## src/rtl/stream_capture_pkg.sv

```systemverilog
// stream_capture_pkg: shared capture FSM states, register offsets and CTRL bit positions.
package stream_capture_pkg;
    typedef enum logic [2:0] {
        ST_IDLE,
        ST_WAIT_SOF,
        ST_WAIT_POS,
        ST_CAPTURE,
        ST_DONE
    } state_t;
    localparam logic [4:0] REG_CTRL     = 5'd0;
    localparam logic [4:0] REG_TARGET   = 5'd1;
    localparam logic [4:0] REG_LEN      = 5'd2;
    localparam logic [4:0] REG_BUF_BASE = 5'd16;
    localparam int CTRL_START  = 0;
    localparam int CTRL_ABORT  = 1;
    localparam int CTRL_MARKER = 2;
endpackage

```

## src/rtl/capture_buffer.sv

```systemverilog
// capture_buffer: register file with one synchronous write port and one asynchronous read port.
module capture_buffer #(
    parameter int DEPTH = 16,
    parameter int AW    = 4,
    parameter int W     = 12
) (
    input  logic          clk,
    input  logic          we_i,
    input  logic [AW-1:0] waddr_i,
    input  logic [W-1:0]  wdata_i,
    input  logic [AW-1:0] raddr_i,
    output logic [W-1:0]  rdata_o
);
    logic [W-1:0] mem_q [DEPTH];
    always_ff @(posedge clk)
        if (we_i) mem_q[waddr_i] <= wdata_i;
    assign rdata_o = mem_q[raddr_i];
endmodule

```

## src/rtl/stream_capture_core.sv

```systemverilog
// stream_capture_core: captures a run of pixels on one video line into a small buffer,
// with an optional on-screen marker over the captured span.
module stream_capture_core
    import stream_capture_pkg::*;
#(
    parameter int BUF_DEPTH = 16,
    parameter int X_MAX     = 639
) (
    input  logic        clk,
    input  logic        reset,
    input  logic [10:0] x,
    input  logic [10:0] y,
    input  logic        cs,
    input  logic        write,
    input  logic        read,
    input  logic [13:0] addr,
    input  logic [31:0] wr_data,
    output logic [31:0] rd_data,
    input  logic [11:0] si_rgb,
    output logic [11:0] so_rgb
);
    state_t      state_q, state_d;
    logic [4:0]  cnt_q, cnt_d, len_q, len_wr;
    logic [10:0] tx_q, ty_q;
    logic        marker_q;
    logic        wr, ctrl_wr, start, abort, on_row, past_end, hit, busy, buf_we;
    logic [11:0] nxt, mark_end, buf_rdata;
    logic        unused_ok;

    assign wr       = cs && write;
    assign ctrl_wr  = wr && addr[4:0] == REG_CTRL;
    assign abort    = ctrl_wr && wr_data[CTRL_ABORT];
    assign start    = ctrl_wr && wr_data[CTRL_START];
    assign on_row   = y == ty_q;
    // Column of the next pixel to sample; cnt is 0 while waiting for the first one.
    assign nxt      = {1'b0, tx_q} + {7'b0, cnt_q};
    assign past_end = nxt > 12'(X_MAX);
    assign hit      = on_row && {1'b0, x} == nxt && !past_end;
    assign busy     = state_q inside {ST_WAIT_SOF, ST_WAIT_POS, ST_CAPTURE};
    assign len_wr   = wr_data[4:0] == 5'd0 ? 5'd1 :
                      wr_data[4:0] > 5'(BUF_DEPTH) ? 5'(BUF_DEPTH) : wr_data[4:0];
    assign mark_end = {1'b0, tx_q} + {7'b0, len_q} - 12'd1;
    assign so_rgb   = (marker_q && on_row && x >= tx_q && {1'b0, x} <= mark_end) ? ~si_rgb : si_rgb;
    assign rd_data  = !(cs && read) ? 32'd0 :
                      addr[4:0] >= REG_BUF_BASE ? {20'd0, buf_rdata} :
                      {25'd0, cnt_q, state_q == ST_DONE, busy};
    assign unused_ok = ^{addr[13:5], wr_data[31:27], wr_data[15:11]};

    always_comb begin
        state_d = state_q;
        cnt_d   = cnt_q;
        buf_we  = 1'b0;
        case (state_q)
            ST_IDLE, ST_DONE: if (start) begin
                state_d = ST_WAIT_SOF;
                cnt_d   = '0;
            end
            ST_WAIT_SOF: if (x == '0 && y == '0) state_d = ST_WAIT_POS;
            ST_WAIT_POS, ST_CAPTURE: if (hit) begin
                buf_we  = 1'b1;
                cnt_d   = cnt_q + 5'd1;
                state_d = (cnt_q + 5'd1 == len_q) ? ST_DONE : ST_CAPTURE;
            end else if (state_q == ST_CAPTURE && (!on_row || past_end)) begin
                state_d = ST_DONE;
            end
            default: state_d = ST_IDLE;
        endcase
        // Abort beats everything, including a start in the same word, and keeps cnt/buffer.
        if (abort) begin
            state_d = ST_IDLE;
            cnt_d   = cnt_q;
            buf_we  = 1'b0;
        end
    end

    always_ff @(posedge clk or posedge reset)
        if (reset) begin
            state_q  <= ST_IDLE;
            cnt_q    <= '0;
            tx_q     <= '0;
            ty_q     <= '0;
            len_q    <= 5'(BUF_DEPTH);
            marker_q <= 1'b0;
        end else begin
            state_q <= state_d;
            cnt_q   <= cnt_d;
            if (ctrl_wr) marker_q <= wr_data[CTRL_MARKER];
            if (wr && addr[4:0] == REG_TARGET) begin
                tx_q <= wr_data[10:0];
                ty_q <= wr_data[26:16];
            end
            if (wr && addr[4:0] == REG_LEN) len_q <= len_wr;
        end

    capture_buffer #(.DEPTH(BUF_DEPTH), .AW(4), .W(12)) u_buf (
        .clk     (clk),
        .we_i    (buf_we),
        .waddr_i (cnt_q[3:0]),
        .wdata_i (si_rgb),
        .raddr_i (addr[3:0]),
        .rdata_o (buf_rdata)
    );
endmodule

```

## config.mk

```make
export PLATFORM = sky130hd
export DESIGN_NAME = stream_capture_core
export DESIGN_NICKNAME = d
export VERILOG_FILES = /design/src/rtl/stream_capture_pkg.sv /design/src/rtl/capture_buffer.sv /design/src/rtl/stream_capture_core.sv
export SDC_FILE = /design/constraint.sdc
export NUM_CORES = 1
export LEC_CHECK = 0
export CORE_ASPECT_RATIO = 1.25
export CORE_MARGIN = 3
export CORE_UTILIZATION = 40
export DETAILED_ROUTE_END_ITERATION = 6
export GPL_TIMING_DRIVEN = 0
export PLACE_DENSITY_LB_ADDON = 0.15
export SLEW_MARGIN = 5
export SYNTH_ARGS = -nofsm -noshare
export SYNTH_HDL_FRONTEND = slang
export SYNTH_SLANG_ARGS = --single-unit
```

## constraint.sdc

```tcl
create_clock -name clk -period 10.1 [get_ports clk]
set_input_delay 3.03 -clock clk [delete_from_list [all_inputs] [get_ports clk]]
set_output_delay 3.03 -clock clk [all_outputs]
set_load 0.02 [all_outputs]
```

==> flow_summary.ini, run 1 <==
[placement]
gp_congestion = 0.824
dp.cells = 1186
io_buffer_count = 86
dp_hpwl_mm = 19.7
dpl_cell_area_mm2 = 0.0127

[setup_path]
cpMostUsedCell = clkdlybuf4s50_1
crit_required_ns = 7.07
regToRegSetupSlack_ns = 5.29
critical-path-max-stage-delay_ns = 0.66
cp.arrival_ns = 6.77
end_kind = output port
critical-path-top-delay-family = buffers and inverters
critical_path_depth = 10
startpoint_type = input pin
path_class = input pin to output port
cp_cell_sequence = clkdlybuf4s50_1, xnor2_1, nand3_1, nor3_2, o311ai_0, a311o_1, a31oi_2, buf_2, xor2_1, clkdlybuf4s50_1
critPathBufInv = 3
reg2reg_depth = 12
cp_slowest_cell = clkdlybuf4s50_1
critical_path.max_fanout = 10

[global_route]
grt_pass1_wl_mm = 43.0
overflow = 0
grt_pass1_vias = 7289
antenna_found_initial = 0
grt_max_degree = 37
grt_usage_pct = 18.7

[synthesis]
netlist_area_mm2 = 0.0113
synthCells = 730
syn_area_per_cell_um2 = 15.4
synthFlopType = edfxtp_1
synthArstFlopShare_pct = 15.8
yosysUniqueCellTypes = 72
synth_edf_count = 192
ys_warn_count = 0
ys_seq_elements = 228
synth.yosys.seq_area_share_pct = 59.2

[outcome]
status = finished clean

[routing]
vias_per_cell = 5.51
drt-total-wl_mm = 28.4
drc_errors = 0
drt_first_iter_violations = 387
wire_per_inst_um = 23.1
vias = 6770
drt-pass1-iter-count = 5
drtAntennaViolNets = 0

[timing]
final.min_clock_period_ns = 9.80
min_period_over_period_pct = 97.1
hold_viol = 0
relSlewSlack_pct = 23.7
max_freq_mhz = 102
grt_setup_unrepaired = no
drv_slew = 0
finalClockSkew_ns = 0.0108
setup_viol = 0
worst_slew_pin_slew_ns = 1.14

[clock_network]
clock-sinks = 228
clk_path_buf_depth = 3
clk_pin_slew_ns = 0.06
cts_resized = 2
cts_root_buffer = clkbuf_16
post_cts_buffers = 0
ctsHoldBuffers = 0
cts_tree = built
numCtsBuffers = 25
clk_latency_ns = 0.52
h-tree-depth = 1

[cells_and_area]
final_cell_mix = 192 x edfxtp_1, 86 x clkdlybuf4s50_1, 60 x mux4_2, 51 x ha_1, 37 x inv_1
fill_cells = 2336
diodes = 0
final_cell_count_no_fill = 1229
utilization_pct = 48.8
drive_above_1_share_pct = 18.3
fin_area_mm2 = 0.0135
layout_commonest_cell = edfxtp_1
area_growth_pct = 19.7
final_nets = 1001

[floorplan]
dieArea_mm2 = 0.0302
die_w_um = 156
die_y_um = 194
start_util_pct = 40.8
rows = 68
io_pins = 129
core_area_mm2 = 0.0277

[power_and_ir_drop]
p_per_area_mw_per_mm2 = 178
p_leak_nw = 4.90
vdd_drop_max_mv = 0.129

[flow_run]
cap_violations = 0

[worst_hold_path]
hp-class = flip-flop to flip-flop
whs_path_depth = 1
[synthesized netlist by cell type, types with 2 or more instances]
cell       instances  area [um2]
xor2_1            23         201
nor2b_1           14        87.6
a21oi_1           23         115
buf_4             20         150
nor3b_1            3        22.5
mux2i_1            6        60.1
buf_1              5        18.8
o2111ai_1          2        17.5
nor4_1             6        37.5
nor3_1            11        55.1
and3_1            16         100
nand2_1           20        75.1
inv_1             38         143
o21ai_0           20         100
fa_1               2        40.0
a311o_1            2        20.0
buf_2              2        10.0
mux2_2            25         282
ha_1              51         638
o211ai_1           6        45.0
edfxtp_1         192        5770
or4_1              4        30.0
o41ai_1            3        26.3
mux4_2            60        1350
nand2b_1           8        50.1
nor2_1            19        71.3
xnor2_1           26         228
dfrtp_1           35         876
clkbuf_1          17        63.8
nand3_1           10        50.1
nand4_1            8        50.1
a211o_1            2        17.5
o21a_1             5        37.5
a21o_1             8        60.1
[registers in the layout, summed over array words and instances (netlist names)]
name / count
marker_q: 1
u_buf.mem_q: 192
len_q: 5
cnt_q: 5
ty_q: 11
state_q: 3
tx_q: 11
[power breakdown]
part | switching (W) | internal (W)
Clock | 0.000363 | 0.000556
Sequential | 0.0000270 | 0.00104
Combinational | 0.000217 | 0.000193
Total | 0.000607 | 0.00179
[through the flow]
step / worst slack [ns] / TNS (ns) / hold slack, ns / power, W
2_1_floorplan: 2.06 / 0 / 0.475 / 0.00136
3_3_place_gp: -0.305 / -1.90 / 0.511 / 0.00148
3_5_place_dp: -0.283 / -2.02 / 0.521 / 0.00149
4_1_cts: 0.221 / 0 / 0.532 / 0.00241
5_1_grt: 0.105 / 0 / 0.547 / 0.00250
6_report: 0.298 / 0 / 0.527 / 0.00240
[cell type report]
type / count / area (um2) / area share [%]
tap: 350 / 438 / 3.25
timing repair buffer: 87 / 872 / 6.47
clock buffer: 29 / 641 / 4.75
clock inverter: 14 / 176 / 1.31
inverter: 38 / 143 / 1.06
multi-input combinational: 437 / 4290 / 31.8
buffer: 46 / 259 / 1.92
sequential: 228 / 6670 / 49.4
[worst register-to-register path: cells and delay by family, from the launching register on]
family / cells / cell delay, ns
and+or+nand+nor: 4 / 1.84
AOI/OAI and AO/OA: 3 / 0.94
adders and majority gates: 2 / 0.70
DFF: 1 / 0.62
buffers and inverters: 2 / 0.21
xor gates and xnor gates: 1 / 0.12
[worst paths after layout]
| kind | start | to |
|---|---|---|
| worst min register to register | ty_q[10]$_DFFE_PP0P_ | ty_q[10]$_DFFE_PP0P_ |
| max in group asynchronous | reset | tx_q[6]$_DFFE_PP0P_ |
| worst min-delay path | ty_q[10]$_DFFE_PP0P_ | ty_q[10]$_DFFE_PP0P_ |
| worst max register to register | cnt_q[0]$_DFFE_PP0P_ | u_buf.mem_q[3][10]$_DFFE_PP_ |
| worst max-delay path | y[0] | so_rgb[9] |
| min in group asynchronous | reset | ty_q[5]$_DFFE_PP0P_ |
[routing by layer]
layer  part of all wire, %  vias up  wire length (um)  global-route usage (%)
li1                      -     3063                 -                       -
met1                    38     3442             10800                    22.5
met2                    53      207             15200                    33.7
met3                   4.6       58              1300                    2.66
met4                   3.9        0              1100                    7.07
met5                     0        -                 0                       0
[cell families (layout without fill, tap and decap cells)]
| logic type | count (synthesis) | count (layout) | synth area share (%) |
|---|---|---|---|
| flops | 228 | 228 | 59.2 |
| simple gates | 131 | 131 | 6.57 |
| compound gates | 93 | 93 | 5.82 |
| mux | 91 | 91 | 15.0 |
| buf+inv | 84 | 214 | 3.56 |
| fa+ha+maj | 53 | 53 | 6.02 |
| xor+xnor | 49 | 49 | 3.81 |
| other cells | 1 | 20 | 0.0333 |
Power figures use the tool's default switching activity.
==> run 2, diff against run 1 <==
--- a/config.mk
+++ b/config.mk
@@ -14,4 +14,5 @@
 export SLEW_MARGIN = 5
 export SYNTH_ARGS = -nofsm -noshare
 export SYNTH_HDL_FRONTEND = slang
+export SYNTH_HIERARCHICAL = 1
 export SYNTH_SLANG_ARGS = --single-unit
==> constraint.sdc (replaced) <==
create_clock -name clk -period 10.1 [get_ports clk]
set_input_delay 3.03 -clock clk [delete_from_list [all_inputs] [get_ports clk]]
set_output_delay 3.03 -clock clk [all_outputs]
set_load 0.01 [all_outputs]
==> flow_summary.ini, run 2 <==
[routing]
wire_per_inst_um = 21.4
drt-pass1-iter-count = 5
drt_first_iter_violations = 435
vias = 6978
drc_errors = 0
drtAntennaViolNets = 0
drt-total-wl_mm = 27.7
vias_per_cell = 5.40

[timing]
max_freq_mhz = 104
relSlewSlack_pct = 11.8
drv_slew = 0
min_period_over_period_pct = 94.9
setup_viol = 0
finalClockSkew_ns = 0.0154
fin_hold_ws_ns = 0.535
worst_slew_pin_slew_ns = 1.32
final.min_clock_period_ns = 9.59
grt_setup_unrepaired = no
fin_tns_setup_ns = 0
hold_viol = 0

[cells_and_area]
largest-register = u_buf/mem_q
reg_top3 = u_buf/mem_q (192), tx_q (11), ty_q (11)
diodes = 0
drive_above_1_share_pct = 14.5
largest_reg_flops = 192
final_nets = 1061
area_growth_pct = 19.5
final_cell_mix = 192 x edfxtp_1, 88 x clkdlybuf4s50_1, 48 x ha_1, 46 x nand2_1, 38 x inv_1
layout_commonest_cell = edfxtp_1

[synthesis]
yosysUniqueCellTypes = 66
synth_top_area_share_pct = 50.7
ys_seq_elements = 228
synth_edf_count = 192
yosysMostFrequentCell = edfxtp_1
ys_top_cells_by_count = 192 x edfxtp_1, 48 x ha_1, 46 x nand2_1
syn_area_per_cell_um2 = 14.5
yosys.area.top_type = edfxtp_1
synth_area_leaders = edfxtp_1 51%, dfrtp_1 7.7%, mux4_2 6.5%, ha_1 5.3%, mux4_1 3.5%
netlist_area_mm2 = 0.0114
synthCells = 786
synth.yosys.seq_area_share_pct = 58.7
synthFlopType = edfxtp_1
synthArstFlopShare_pct = 15.8
ys_warn_count = 6

[setup_path]
crit_required_ns = 7.07
path_class = input pin to output port
cp.arrival_ns = 6.56
end_kind = output port
startpoint_type = input pin
critical_path.max_fanout = 10

[placement]
gp_congestion = 0.858
dp_hpwl_mm = 20.0
io_buffer_count = 88

[clock_network]
numCtsBuffers = 24
cts_root_buffer = clkbuf_16
ctsHoldBuffers = 0
h-tree-depth = 1
cts_tree = built
post_cts_buffers = 0
clock-sinks = 228
clk_latency_ns = 0.51
clk_path_buf_depth = 3
clk_pin_slew_ns = 0.06
cts_resized = 0

[power_and_ir_drop]
share_comb_of_total_power_pct = 22.9
p_seq_share_pct = 44.1
pwr-share-clk_pct = 33.0
p_switching_w = 0.000684
total_power_w = 0.00245
p_per_area_mw_per_mm2 = 180
p_sw_share_pct = 27.9
intPower_w = 0.00176
p_leak_nw = 4.95
vdd_drop_max_mv = 0.106

[floorplan]
dieArea_mm2 = 0.0305
rows = 68
io_pins = 129
core_area_mm2 = 0.0278
die_y_um = 194
start_util_pct = 40.9
die_w_um = 157

[global_route]
grt_usage_pct = 18.1
met2_usage_pct = 32.8
antenna_found_initial = 0
met1_usage_pct = 22.7
grt_pass1_vias = 7143
grt_pass1_wl_mm = 42.2
overflow = 0
use_met3_pct = 2.36
grt_max_degree = 37
busiest_layer = met2

[worst_hold_path]
hp-class = flip-flop to flip-flop

[flow_run]
cap_violations = 0

[outcome]
status = finished clean
## run 2: worst max-delay path, stage by stage
cell and delay [ns]:
clkdlybuf4s50_1 0.58, ha_1 0.27, nor2b_1 0.13, o21a_1 0.17, o21a_1 0.16, o21ai_0 0.21, a31oi_1 0.15, a21oi_1 0.35
clkbuf_1 0.68, xor2_1 0.24, clkdlybuf4s50_1 0.58
## run 2: kinds of logic after synthesis
kind of cell	Yosys count	share of synthesized area (%)
XOR/XNOR	49	3.84
buffers and inverters	87	4.11
AO/OA/AOI/OAI	121	7.44
AND/OR/NAND/NOR	181	8.26
multiplexers	69	12.0
flip-flops	228	58.7
adder cells (fa/ha/maj)	50	5.64
other	1	0.0330
## run 2: routing by layer
layer / up-vias / share of wire, %
li1: 3278 / -
met1: 3491 / 41
met2: 176 / 53
met3: 33 / 3.9
met4: 0 / 2.0
met5: - / 0
## run 2: area by class of cell
class	count	area [um2]
Fill cell	2420	14200
Timing Repair Buffer	95	972
Buffer	48	320
Clock inverter	9	43.8
Inverter	39	146
Sequential cell	228	6670
Clock buffer	34	669
Multi-Input combinational cell	490	4330
Tap cell	350	438
## run 2: final timing paths
path / from / endpoint / slack, ns / depth (start not counted)
min in group asynchronous: reset / ty_q[10]$_DFFE_PP0P_ / 2.86 / 3
max: x[1] / so_rgb[1] / 0.51 / 11
min reg2reg: ty_q[3]$_DFFE_PP0P_ / ty_q[3]$_DFFE_PP0P_ / 0.53 / 1
max in group asynchronous: reset / len_q[4]$_DFFE_PP1P_ / 6.99 / 3
min: ty_q[3]$_DFFE_PP0P_ / ty_q[3]$_DFFE_PP0P_ / 0.53 / 1
max reg2reg: cnt_q[0]$_DFFE_PP0P_ / u_buf/mem_q[13][8]$_DFFE_PP_ / 5.02 / 12
## run 2: through the flow
| step | instance area [um2] | utilization, % | std cells | setup slack, ns |
|---|---|---|---|---|
| 2_1_floorplan | 11400 | - | 805 | 2.15 |
| 3_3_place_gp | 12800 | 45.9 | 1243 | 0.437 |
| 3_5_place_dp | 12900 | 46.3 | 1250 | 0.445 |
| 4_1_cts | 13600 | 48.8 | 1293 | 0.440 |
| 5_1_grt | 13600 | 48.8 | 1293 | 0.302 |
| 6_report | 13600 | 48.8 | 1293 | 0.512 |
## run 2: power by group through the flow
stage,clock (W),sequential (W),combinational [W]
floorplan,0,0.00109,0.000403
global placement,0,0.00110,0.000557
detailed placement,0,0.00110,0.000563
CTS,0.000829,0.00108,0.000566
global route,0.000871,0.00108,0.000637
finish,0.000807,0.00108,0.000561
